===== src/rtl/multi_sram_pkg.sv =====
// Shared definitions for the multi_sram read-side controller.
//   rd_state_e       : read controller FSM states
//   RD_FIFO_DEPTH    : output FIFO depth (sized to cover the SRAM read latency)
//   MULTI_SRAM_*     : default widths matching the multi_sram macro
package multi_sram_pkg;

    localparam int unsigned MULTI_SRAM_DWIDTH = 32;
    localparam int unsigned MULTI_SRAM_AWIDTH = 15;

    localparam int unsigned RD_FIFO_DEPTH = 2;
    localparam int unsigned RD_FIFO_PTR_W = $clog2(RD_FIFO_DEPTH);
    localparam int unsigned RD_FIFO_CNT_W = $clog2(RD_FIFO_DEPTH + 1);

    typedef enum logic [1:0] {
        StIdle,
        StRun,
        StDrain,
        StDone
    } rd_state_e;

endpackage


===== src/rtl/sram_rd_fifo.sv =====
// Small output FIFO for the SRAM read controller; each entry holds {last, data}.
//   clk_i, rst_ni : clock, synchronous active-low reset (clears storage too)
//   push_i/data_i : write an entry (caller guarantees not full)
//   pop_i         : drop the head entry (caller guarantees not empty)
//   head_o        : head entry, zero after reset
//   valid_o/cnt_o : non-empty flag and occupancy
module sram_rd_fifo
    import multi_sram_pkg::*;
#(
    parameter int unsigned WIDTH = 33
) (
    input  logic                     clk_i,
    input  logic                     rst_ni,
    input  logic                     push_i,
    input  logic [WIDTH-1:0]         data_i,
    input  logic                     pop_i,
    output logic [WIDTH-1:0]         head_o,
    output logic                     valid_o,
    output logic [RD_FIFO_CNT_W-1:0] cnt_o
);

    logic [WIDTH-1:0]         mem_q [RD_FIFO_DEPTH];
    logic [RD_FIFO_PTR_W-1:0] wr_ptr_q;
    logic [RD_FIFO_PTR_W-1:0] rd_ptr_q;
    logic [RD_FIFO_CNT_W-1:0] cnt_q;

    // Pointers wrap naturally because the depth is a power of two.
    always_ff @(posedge clk_i) begin
        if (!rst_ni) begin
            for (int i = 0; i < RD_FIFO_DEPTH; i++) begin
                mem_q[i] <= '0;
            end
            wr_ptr_q <= '0;
            rd_ptr_q <= '0;
            cnt_q    <= '0;
        end else begin
            if (push_i) begin
                mem_q[wr_ptr_q] <= data_i;
                wr_ptr_q        <= wr_ptr_q + RD_FIFO_PTR_W'(1);
            end
            if (pop_i) begin
                rd_ptr_q <= rd_ptr_q + RD_FIFO_PTR_W'(1);
            end
            cnt_q <= cnt_q + RD_FIFO_CNT_W'(push_i) - RD_FIFO_CNT_W'(pop_i);
        end
    end

    assign head_o  = mem_q[rd_ptr_q];
    assign valid_o = (cnt_q != '0);
    assign cnt_o   = cnt_q;

endmodule


===== src/rtl/sram_rd_ctrl.sv =====
// Burst read initiator for one port of multi_sram.
// Accepts {addr, len}, issues one SRAM read per cycle while output credit allows,
// absorbs the one-cycle read latency in a 2-entry FIFO and streams words out
// with valid/ready, a last flag and a done pulse.
//   clk_in, rst_n_in                    : clock, synchronous active-low reset
//   req_valid_in/req_ready_out          : burst request handshake (ready only in idle)
//   req_addr_in, req_len_in             : first word address, word count (0 = empty)
//   sram_en_out/we_out/addr_out, d_in   : SRAM port (read-only, data one cycle after en)
//   dout_valid_out/ready_in/data_out/last_out : output word stream
//   done_out                            : one-cycle pulse at burst completion
module sram_rd_ctrl
    import multi_sram_pkg::*;
#(
    parameter int unsigned DWIDTH = MULTI_SRAM_DWIDTH,
    parameter int unsigned AWIDTH = MULTI_SRAM_AWIDTH,
    parameter int unsigned LWIDTH = 8
) (
    input  logic              clk_in,
    input  logic              rst_n_in,
    input  logic              req_valid_in,
    output logic              req_ready_out,
    input  logic [AWIDTH-1:0] req_addr_in,
    input  logic [LWIDTH-1:0] req_len_in,
    output logic              sram_en_out,
    output logic              sram_we_out,
    output logic [AWIDTH-1:0] sram_addr_out,
    input  logic [DWIDTH-1:0] sram_d_in,
    output logic              dout_valid_out,
    input  logic              dout_ready_in,
    output logic [DWIDTH-1:0] dout_data_out,
    output logic              dout_last_out,
    output logic              done_out
);

    rd_state_e         state_q, state_d;
    logic [AWIDTH-1:0] addr_q, addr_d;
    logic [LWIDTH-1:0] iss_cnt_q, iss_cnt_d;
    logic [LWIDTH-1:0] pop_cnt_q, pop_cnt_d;
    logic              infl_q, infl_d;
    logic              infl_last_q, infl_last_d;

    logic [RD_FIFO_CNT_W-1:0] fifo_cnt;
    logic                     fifo_valid;
    logic [DWIDTH:0]          fifo_head;
    logic                     pop;
    logic                     issue;
    logic [2:0]               occ;

    assign pop = fifo_valid & dout_ready_in;

    // Words already committed to the FIFO after this cycle: held + arriving - leaving.
    // Issuing only below depth guarantees the returning word always has a slot.
    assign occ   = 3'(fifo_cnt) + 3'(infl_q) - 3'(pop);
    assign issue = (state_q == StRun) && (iss_cnt_q != '0) && (occ < 3'(RD_FIFO_DEPTH));

    always_comb begin
        state_d       = state_q;
        addr_d        = addr_q;
        iss_cnt_d     = iss_cnt_q;
        pop_cnt_d     = pop ? pop_cnt_q - LWIDTH'(1) : pop_cnt_q;
        infl_d        = issue;
        infl_last_d   = issue && (iss_cnt_q == LWIDTH'(1));
        req_ready_out = 1'b0;
        done_out      = 1'b0;

        unique case (state_q)
            StIdle: begin
                req_ready_out = 1'b1;
                if (req_valid_in) begin
                    addr_d    = req_addr_in;
                    iss_cnt_d = req_len_in;
                    pop_cnt_d = req_len_in;
                    state_d   = (req_len_in == '0) ? StDone : StRun;
                end
            end
            StRun: begin
                if (issue) begin
                    addr_d    = addr_q + AWIDTH'(1);
                    iss_cnt_d = iss_cnt_q - LWIDTH'(1);
                    if (iss_cnt_q == LWIDTH'(1)) begin
                        state_d = StDrain;
                    end
                end
            end
            StDrain: begin
                if (pop && (pop_cnt_q == LWIDTH'(1))) begin
                    state_d = StDone;
                end
            end
            StDone: begin
                done_out = 1'b1;
                state_d  = StIdle;
            end
            default: state_d = StIdle;
        endcase
    end

    always_ff @(posedge clk_in) begin
        if (!rst_n_in) begin
            state_q     <= StIdle;
            addr_q      <= '0;
            iss_cnt_q   <= '0;
            pop_cnt_q   <= '0;
            infl_q      <= 1'b0;
            infl_last_q <= 1'b0;
        end else begin
            state_q     <= state_d;
            addr_q      <= addr_d;
            iss_cnt_q   <= iss_cnt_d;
            pop_cnt_q   <= pop_cnt_d;
            infl_q      <= infl_d;
            infl_last_q <= infl_last_d;
        end
    end

    // Read data is pushed the cycle after its issue; clearing infl_q on reset
    // discards the word returned right after reset.
    sram_rd_fifo #(
        .WIDTH (DWIDTH + 1)
    ) u_fifo (
        .clk_i   (clk_in),
        .rst_ni  (rst_n_in),
        .push_i  (infl_q),
        .data_i  ({infl_last_q, sram_d_in}),
        .pop_i   (pop),
        .head_o  (fifo_head),
        .valid_o (fifo_valid),
        .cnt_o   (fifo_cnt)
    );

    assign sram_en_out    = issue;
    assign sram_we_out    = 1'b0;
    assign sram_addr_out  = addr_q;
    assign dout_valid_out = fifo_valid;
    assign dout_data_out  = fifo_head[DWIDTH-1:0];
    assign dout_last_out  = fifo_valid & fifo_head[DWIDTH];

endmodule


===== config.mk =====
export PLATFORM = sky130hd
export DESIGN_NAME = sram_rd_ctrl
export DESIGN_NICKNAME = d
export VERILOG_FILES = /design/src/rtl/multi_sram_pkg.sv /design/src/rtl/sram_rd_fifo.sv /design/src/rtl/sram_rd_ctrl.sv
export SDC_FILE = /design/constraint.sdc
export NUM_CORES = 1
export LEC_CHECK = 0
export CAP_MARGIN = 20
export CORE_ASPECT_RATIO = 1.5
export CORE_MARGIN = 3
export CORE_UTILIZATION = 45
export CTS_CLUSTER_DIAMETER = 60
export DETAILED_ROUTE_END_ITERATION = 12
export PLACE_DENSITY = 0.81
export SLEW_MARGIN = 30
export SYNTH_ARGS = -nofsm -noshare
export SYNTH_HDL_FRONTEND = slang
export SYNTH_SLANG_ARGS = --single-unit

===== constraint.sdc =====
create_clock -name clk_in -period 4.2 [get_ports clk_in]
set_input_delay 1.05 -clock clk_in [delete_from_list [all_inputs] [get_ports clk_in]]
set_output_delay 1.05 -clock clk_in [all_outputs]
set_load 0.1 [all_outputs]

==> results by group, run 1 <==
Detailed routing
  • Final wirelength: between 10 and 15 mm
  • Number of detailed-route iterations in the first pass: 5
  • Remaining DRCs: 0
  • Initial drt markers: 160
  • Via count: 4,115
  • ANT nets after route: 0
  • Routed vias/inst: 5.53
  • Wire per inst: 16.8 um

Clocking
  • H-Tree Depth: 3
  • CTS root buf: clkbuf_16
  • Clk sink count: 106
  • CTS buffer count: 9
  • CTS tree: yes
  • Clk slew on worst S/H paths: 0.07 ns
  • Worst skew pair latency: 0.34 ns
  • Clk buf depth: 2

Place
  • DP Wirelength: a little under 9 mm
  • Placer congestion estimate: 0.844
  • Number of port buffers: 110

STA
  • Fin Setup TNS: 0 ns
  • Final Critical Period: 3.91 ns
  • Actual slew at the worst max-slew pin: 0.996 ns
  • Worst Clk Skew: ~0.0064 ns
  • Count of final hold-check violations: 0
  • Max-slew headroom at the worst pin: ~33%
  • Slew Viols, Final: 0
  • Final setup fails: 0
  • Period utilisation layout: slightly above 90%
  • Fmax: around 260 MHz
  • Unrepaired setup endpoints after global routing: no

Global route
  • Vias in the first global route: 4,146
  • Total gr overflow: 0
  • Largest net degree at the start of global routing: 40
  • Antenna violations before repair: 0
  • Wire length of the first global-routing pass: 19.8 mm
  • GRT Util Overall: about a fifth

Worst setup path
  • CP max FO: 3
  • Cell chain of the critical path: dlymetal6s2s_1, o21a_1, nand2_1, o21ai_1, ha_1, fa_1, xnor2_1, nor2_1, nand2_1, nor2_4, buf_12
  • Crit path required time: 3.15 ns
  • Crit Path Class: input port to output port
  • Worst setup SP type: input port
  • Setup crit end kind: output port
  • WP data arrival: 2.86 ns
  • CP dominant cell by count: nand2_1
  • Slowest cell on crit path: fa_1
  • Crit-path leading delay family: adder cells
  • WP buf/inv: 2
  • Slowest stage delay, CP: around 0.38 ns

Min path
  • Min-Delay Path Class: flip-flop to flip-flop

Finish
  • Fin util: 60.6%
  • Final net count: 662
  • Synth-to-Final Area Change: 29.1%
  • Layout cells sized above 1: between 10% and 20%

Synthesis
  • Synth Area in Adders: under 10%
  • Syn_nets: 556
  • Yosys reg bits: 106
  • Sequential share of the synthesized area: 52.8%
  • Largest family of logic cells by synthesized area: simple AND/OR/NAND/NOR gates
  • Synth Area in Simple Gates: 18.7%
  • Synthesis Warnings: 0
  • Primary FF master, synth: edfxtp_1
  • Synth Area in Compound Gates: 12.8%
  • Mapped Cells: 485
  • Synth cell types: 60
  • Cell Area, Synth: 5270 sq um
  • Post-Synth XOR/XNOR Area: 1.50%
  • Post-Syn Area per Cell: 10.9 sq um
  • Post-synthesis mux area share: 7.40%
  • EDFF count, synth: 66
  • Async SR Flop Fraction: 0%

Die
  • Initial Util: 46.9%
  • Die Area: 13,100 sq um
  • Core area: 11,200 sq um
  • Vert. Die Dim: 139 um
  • I/O pin count: 112
  • # rows: 47
  • Die X: 94.4 um

Power and ir drop
  • Lkg Pwr: 2.57 nW
  • Worst vdd ir: 641 uV
  • Pwr Density: 829 nW/um^2

Flow run
  • Number of max-cap violations: 0

Outcome
  • Status: finished, final reports clean
tightest hold or removal path: stages, from the launching register on:
cell     delay [ns]
dfxtp_1        0.33
nand2_1        0.06
a21oi_1        0.05
logic make-up after synthesis:
logic type / after synthesis
and+or+nand+nor: 176
DFF: 106
AOI/OAI and AO/OA: 102
buffers and inverters: 44
muxes: 35
adders and majority gates: 12
xor gates and xnor gates: 9
other: 1
worst paths after layout:
check | startpoint | to | slack, ns | cells past startpoint
max | dout_ready_in | sram_en_out | 0.29 | 11
min | iss_cnt_q[1] | iss_cnt_q[1] | 0.49 | 2
max reg2reg | u_fifo.cnt_o[1] | sram_addr_out[13] | 1.16 | 11
min reg2reg | iss_cnt_q[1] | iss_cnt_q[1] | 0.49 | 2
area by class of cell:
class,count,area (sq um)
inverters,12,45.0
diodes,1,2.50
well taps,147,184
clock buffers,9,225
multi-input cells,335,2310
repair buffers,127,1200
flip-flops and latches,106,2780
fillers,905,4420
clock inverters,7,58.8
registers in the layout, indices dropped and copies added (netlist names), named ones only:
register,cells
u_fifo.mem_q,66
sram_addr_out,15
iss_cnt_q,8
pop_cnt_q,8
state_q,2
u_fifo.cnt_o,2
infl_last_q,1
infl_q,1
u_fifo.rd_ptr_q,1
u_fifo.wr_ptr_q,1
synthesized netlist by cell type, drive strengths merged, types with 3 or more instances:
cell type	number	area share, %
mux2	32	6.8
a31oi	7	0.83
buf	8	1.1
nand3	6	0.57
ha	11	2.6
o21a	3	0.43
a211oi	5	0.71
and3	4	0.47
o211ai	7	1.0
nand4	7	0.83
xnor2	7	1.2
nor2	27	1.9
nor3	6	0.66
nand2b	3	0.36
nand2	31	2.2
o31ai	3	0.43
o2bb2ai	3	0.50
and2	69	8.2
o21ai	21	2.1
edfxtp	66	38
clkbuf	24	1.9
inv	12	0.85
mux2i	3	0.57
nor2b	4	0.47
a21oi	32	3.3
o22ai	6	0.71
dfxtp	40	15
nor4	9	1.1
power breakdown:
part	leakage (nW)	switching [mW]	internal (mW)	total, mW
combinational	1.42	2.33	0.992	3.32
sequential	1.01	0.185	1.34	1.52
clock	0.138	0.392	0.412	0.804
timing repair:
action                     4_1_cts  5_1_grt
buffers inserted                 0        2
resized for setup                0        2
cloned                           0        0
hold endpoints to repair         0        0
pin swaps                        1        3
setup endpoints to repair        1        1
hold buffers                     0        0
metal layers:
layer | global-route usage (%) | part of all wire [%]
met1 | 22.2 | 39
met2 | 34.0 | 52
met3 | 2.88 | 6.6
met4 | 7.84 | 2.4
met5 | 0 | 0
cells in the final DEF, fill, tap and decap left out, types with 3 or more instances in the layout:
| cell type | count |
|---|---|
| a211oi_1 | 5 |
| a21oi_1 | 31 |
| a31oi_1 | 7 |
| and2_1 | 69 |
| and3_1 | 4 |
| buf_4 | 48 |
| clkbuf_16 | 9 |
| clkdlybuf4s50_1 | 74 |
| dfxtp_1 | 40 |
| edfxtp_1 | 66 |
| ha_1 | 11 |
| inv_1 | 12 |
| mux2_2 | 32 |
| mux2i_1 | 3 |
| nand2_1 | 31 |
| nand3_1 | 6 |
| nand4_1 | 7 |
| nor2_1 | 26 |
| nor2b_1 | 4 |
| nor3_1 | 4 |
| nor4_1 | 9 |
| o211ai_1 | 7 |
| o21a_1 | 3 |
| o21ai_0 | 13 |
| o21ai_1 | 5 |
| o22ai_1 | 6 |
| o2bb2ai_1 | 3 |
| o31ai_1 | 3 |
| xnor2_1 | 7 |
stage by stage:
| step | instance area (sq um) | cells | setup WS, ns | hold slack, ns | total power [mW] |
|---|---|---|---|---|---|
| 3_3_place_gp | 6460 | 723 | 0.0670 | 0.464 | 4.72 |
| 2_1_floorplan | 5280 | 485 | 0.190 | 0.445 | 4.06 |
| 5_1_grt | 6810 | 743 | 0.162 | 0.514 | 5.91 |
| 3_5_place_dp | 6500 | 725 | 0.0503 | 0.479 | 4.81 |
| 6_report | 6810 | 744 | 0.292 | 0.486 | 5.64 |
| 4_1_cts | 6790 | 741 | 0.0248 | 0.489 | 5.62 |
(Power assumes the default switching activity.)
==> inputs of run 2 (changes only) <==
- ABC_AREA: not set -> 1
- HOLD_SLACK_MARGIN: not set -> 0.12
==> run 2 against run 1 <==
  * Sequential share of layout area shrank 0.77 points
  * Non-clock buffer count fell by 4
  * Area after synthesis rose by 3.3%
  * Register-to-register slack better by 0.26 ns
  * Clock skew increased by 0.0022 ns
  * Hold slack got worse by 0.029 ns
  * Total power fell by 14%
  * First-iteration DRC count up 16%
  * Worst setup slack better by 0.17 ns
==> results by group, run 2 <==
Outcome
  • Status: finished, final reports clean

Clocking
  • CTS buffer count: 9
  • Clk buf depth: 2
  • Worst skew pair latency: ~0.35 ns
  • Clk slew on worst S/H paths: 0.07 ns
  • H-Tree Depth: 3
  • Hold Buf Count CTS: 0
  • CTS tree: yes
  • CTS root buf: clkbuf_16
  • Clk sink count: 106

Worst setup path
  • WP data arrival: ~2.7 ns
  • Slowest cell on crit path: fa_1
  • Worst setup SP type: input port
  • Crit Path Class: input port to output port
  • Cell chain of the critical path: dlymetal6s2s_1, inv_1, nor2_4, nand2_1, o21ai_1, ha_2, fa_1, inv_1, nand2_2, nor2_4, nand2_4, inv_4, buf_12
  • Setup crit end kind: output port
  • CP max FO: 2
  • WP buf/inv: 5
  • Crit path required time: 3.15 ns
  • Crit-path leading delay family: adder cells
  • Slowest stage delay, CP: 0.48 ns

Synthesis
  • Cell Area, Synth: about 5400 sq um
  • Area leader, netlist: edfxtp_1
  • Top-count cell post-synth: nand2_1
  • Sequential share of the synthesized area: between 50 and 60%
  • Primary FF master, synth: edfxtp_1
  • EDFF count, synth: 66
  • Synth cell types: 35
  • Async SR Flop Fraction: 0%
  • Yosys reg bits: 106
  • Syn_nets: 783
  • Synthesis Warnings: 0
  • Yosys top cell area share: 36.4%
  • Synth top cells by count: nand2_1 (207), nor2_1 (131), inv_1 (93)
  • Mapped Cells: 712
  • Synth area leaders: edfxtp_1 (36%), dfxtp_1 (15%), nand2_1 (14%)
  • Post-Syn Area per Cell: 7.65 sq um

Finish
  • Max reg flops: 66
  • Fin util: 59.6%
  • Commonest non-fill, non-tap cell in the layout: nand2_1
  • Most frequent cells in the layout: nand2_1 (206), nor2_1 (131), inv_1 (92)
  • Final net count: 889
  • Layout cells sized above 1: 10.1%
  • Antenna diode count: 0
  • Synth-to-Final Area Change: 27.3%
  • Biggest register: u_fifo.mem_q
  • Non-Filler Instances: 973

Die
  • I/O pin count: 112
  • Core area: 11,700 sq um
  • # rows: 48
  • Vert. Die Dim: 141 um
  • Die Area: 13,500 sq um
  • Initial Util: between 40% and 50%
  • Die X: 95.8 um

STA
  • Actual slew at the worst max-slew pin: 1.00 ns
  • Period utilisation layout: between 80% and 90%
  • Count of final hold-check violations: 0
  • Setup WS post-layout: 0.467 ns
  • Slew Viols, Final: 0
  • Final setup fails: 0
  • Unrepaired setup endpoints after global routing: no
  • Fin Setup TNS: 0 ns
  • Worst Clk Skew: 0.00863 ns
  • Final Critical Period: 3.73 ns
  • Fmax: approximately 270 MHz
  • Max-slew headroom at the worst pin: 32.9%

Detailed routing
  • ANT nets after route: 0
  • Wire per inst: 12.3 um
  • Routed vias/inst: 4.82
  • Remaining DRCs: 0
  • Number of detailed-route iterations in the first pass: 5
  • Final wirelength: 12.0 mm
  • Via count: 4,692
  • Initial drt markers: about 190

Global route
  • Antenna violations before repair: 0
  • Largest net degree at the start of global routing: 35
  • Vias in the first global route: 4,375
  • GRT Util Overall: 18.3%
  • Total gr overflow: 0
  • Wire length of the first global-routing pass: roughly 20 mm

Min path
  • Min-Delay Path Class: flip-flop to flip-flop

Power and ir drop
  • Worst vdd ir: between 500 and 600 uV
  • Lkg Pwr: 3.17 nW
  • Pwr Density: 698 nW/um^2

Place
  • Place WS: ~0.049 ns
  • Number of port buffers: 110
  • Placed Cells: 956
  • Placer congestion estimate: a little under 0.9
  • DP Wirelength: 8.55 mm

Flow run
  • Number of max-cap violations: 0
-- run 2: cell count changes after synthesis, moves of 7 or more --
cell	before	now
xnor2_1	7	0
a21oi_1	31	23
o21ai_1	4	15
nand3_1	6	24
o21ai_0	15	30
mux2_2	32	0
and2_1	69	0
nand2_1	31	207
inv_1	12	93
nor4_1	9	1
nor2_1	27	131
-- run 2: worst reg2reg max path: stages, from the launching register on --
cell and delay, ns:
dfxtp_1 0.35, nor2_1 0.33, nor2_4 0.05, nand2_1 0.08
o21ai_1 0.07, ha_2 0.19, fa_1 0.48, inv_1 0.08
nand2_2 0.07, nor2_4 0.10, nand2_4 0.06, buf_4 0.16
a21oi_4 0.41, nand2_1 0.11, nor2_1 0.10, nor2_1 0.05
-- run 2: repair_timing --
action | CTS | global route
endpoints found under the setup margin | 0 | 1
resized for setup | 0 | 6
buffers inserted | 0 | 1
-- run 2: report_power, final --
group / internal, mW / switching (mW) / leakage (nW)
clock: 0.413 / 0.393 / 0.132
sequential: 1.30 / 0.144 / 1.01
combinational: 0.662 / 1.93 / 2.02
-- run 2: layout make-up --
type / count / area (sq um)
flip-flops and latches: 106 / 2780
multi-input cells: 481 / 2170
inverters: 97 / 367
repair buffers: 123 / 1140
clock inverters: 7 / 62.6
fillers: 1016 / 4710
clock buffers: 9 / 225
well taps: 150 / 188
-- run 2: path summary, 6_finish.rpt --
| check | slack [ns] | from | cells after the start | end |
|---|---|---|---|---|
| max | 0.47 | dout_ready_in | 13 | sram_en_out |
| max reg2reg | 1.42 | u_fifo.cnt_o[1] | 15 | iss_cnt_q[6] |
| min | 0.46 | u_fifo.rd_ptr_q | 1 | u_fifo.rd_ptr_q |
| min reg2reg | 0.46 | u_fifo.rd_ptr_q | 1 | u_fifo.rd_ptr_q |
-- run 2: cell families (layout without fill, tap and decap cells) --
family | Yosys count | after routing | share of synthesized area, %
and+or+nand+nor | 388 | 388 | 28.8
buffers and inverters | 125 | 236 | 9.14
DFF | 106 | 106 | 51.1
AOI/OAI and AO/OA | 78 | 78 | 7.72
adders and majority gates | 12 | 12 | 2.89
xor gates and xnor gates | 2 | 2 | 0.322
other | 1 | 1 | 0.0688
-- run 2: through the flow --
step                power [mW]  hold WS (ns)  area (sq um)
finish                    4.84         0.458          6940
global route              5.14         0.488          6940
CTS                       4.86         0.462          6920
detailed placement        4.05         0.448          6630
global placement          4.02         0.436          6630
floorplan                 3.50         0.426          5450
-- run 2: layer usage --
layer / GRT usage (%) / share of wire (%) / wire [um]
met2: 34.3 / 53 / 6370
met3: 2.46 / 5.5 / 653
met5: 0 / 0 / 0
met4: 7.50 / 2.5 / 297
met1: 20.2 / 39 / 4640
==> inputs of run 3 (changes only) <==
- CAP_MARGIN: 20 -> 10
==> results of run 3 <==
No change in the layout: final DEF, timing and power equal those of run 2.
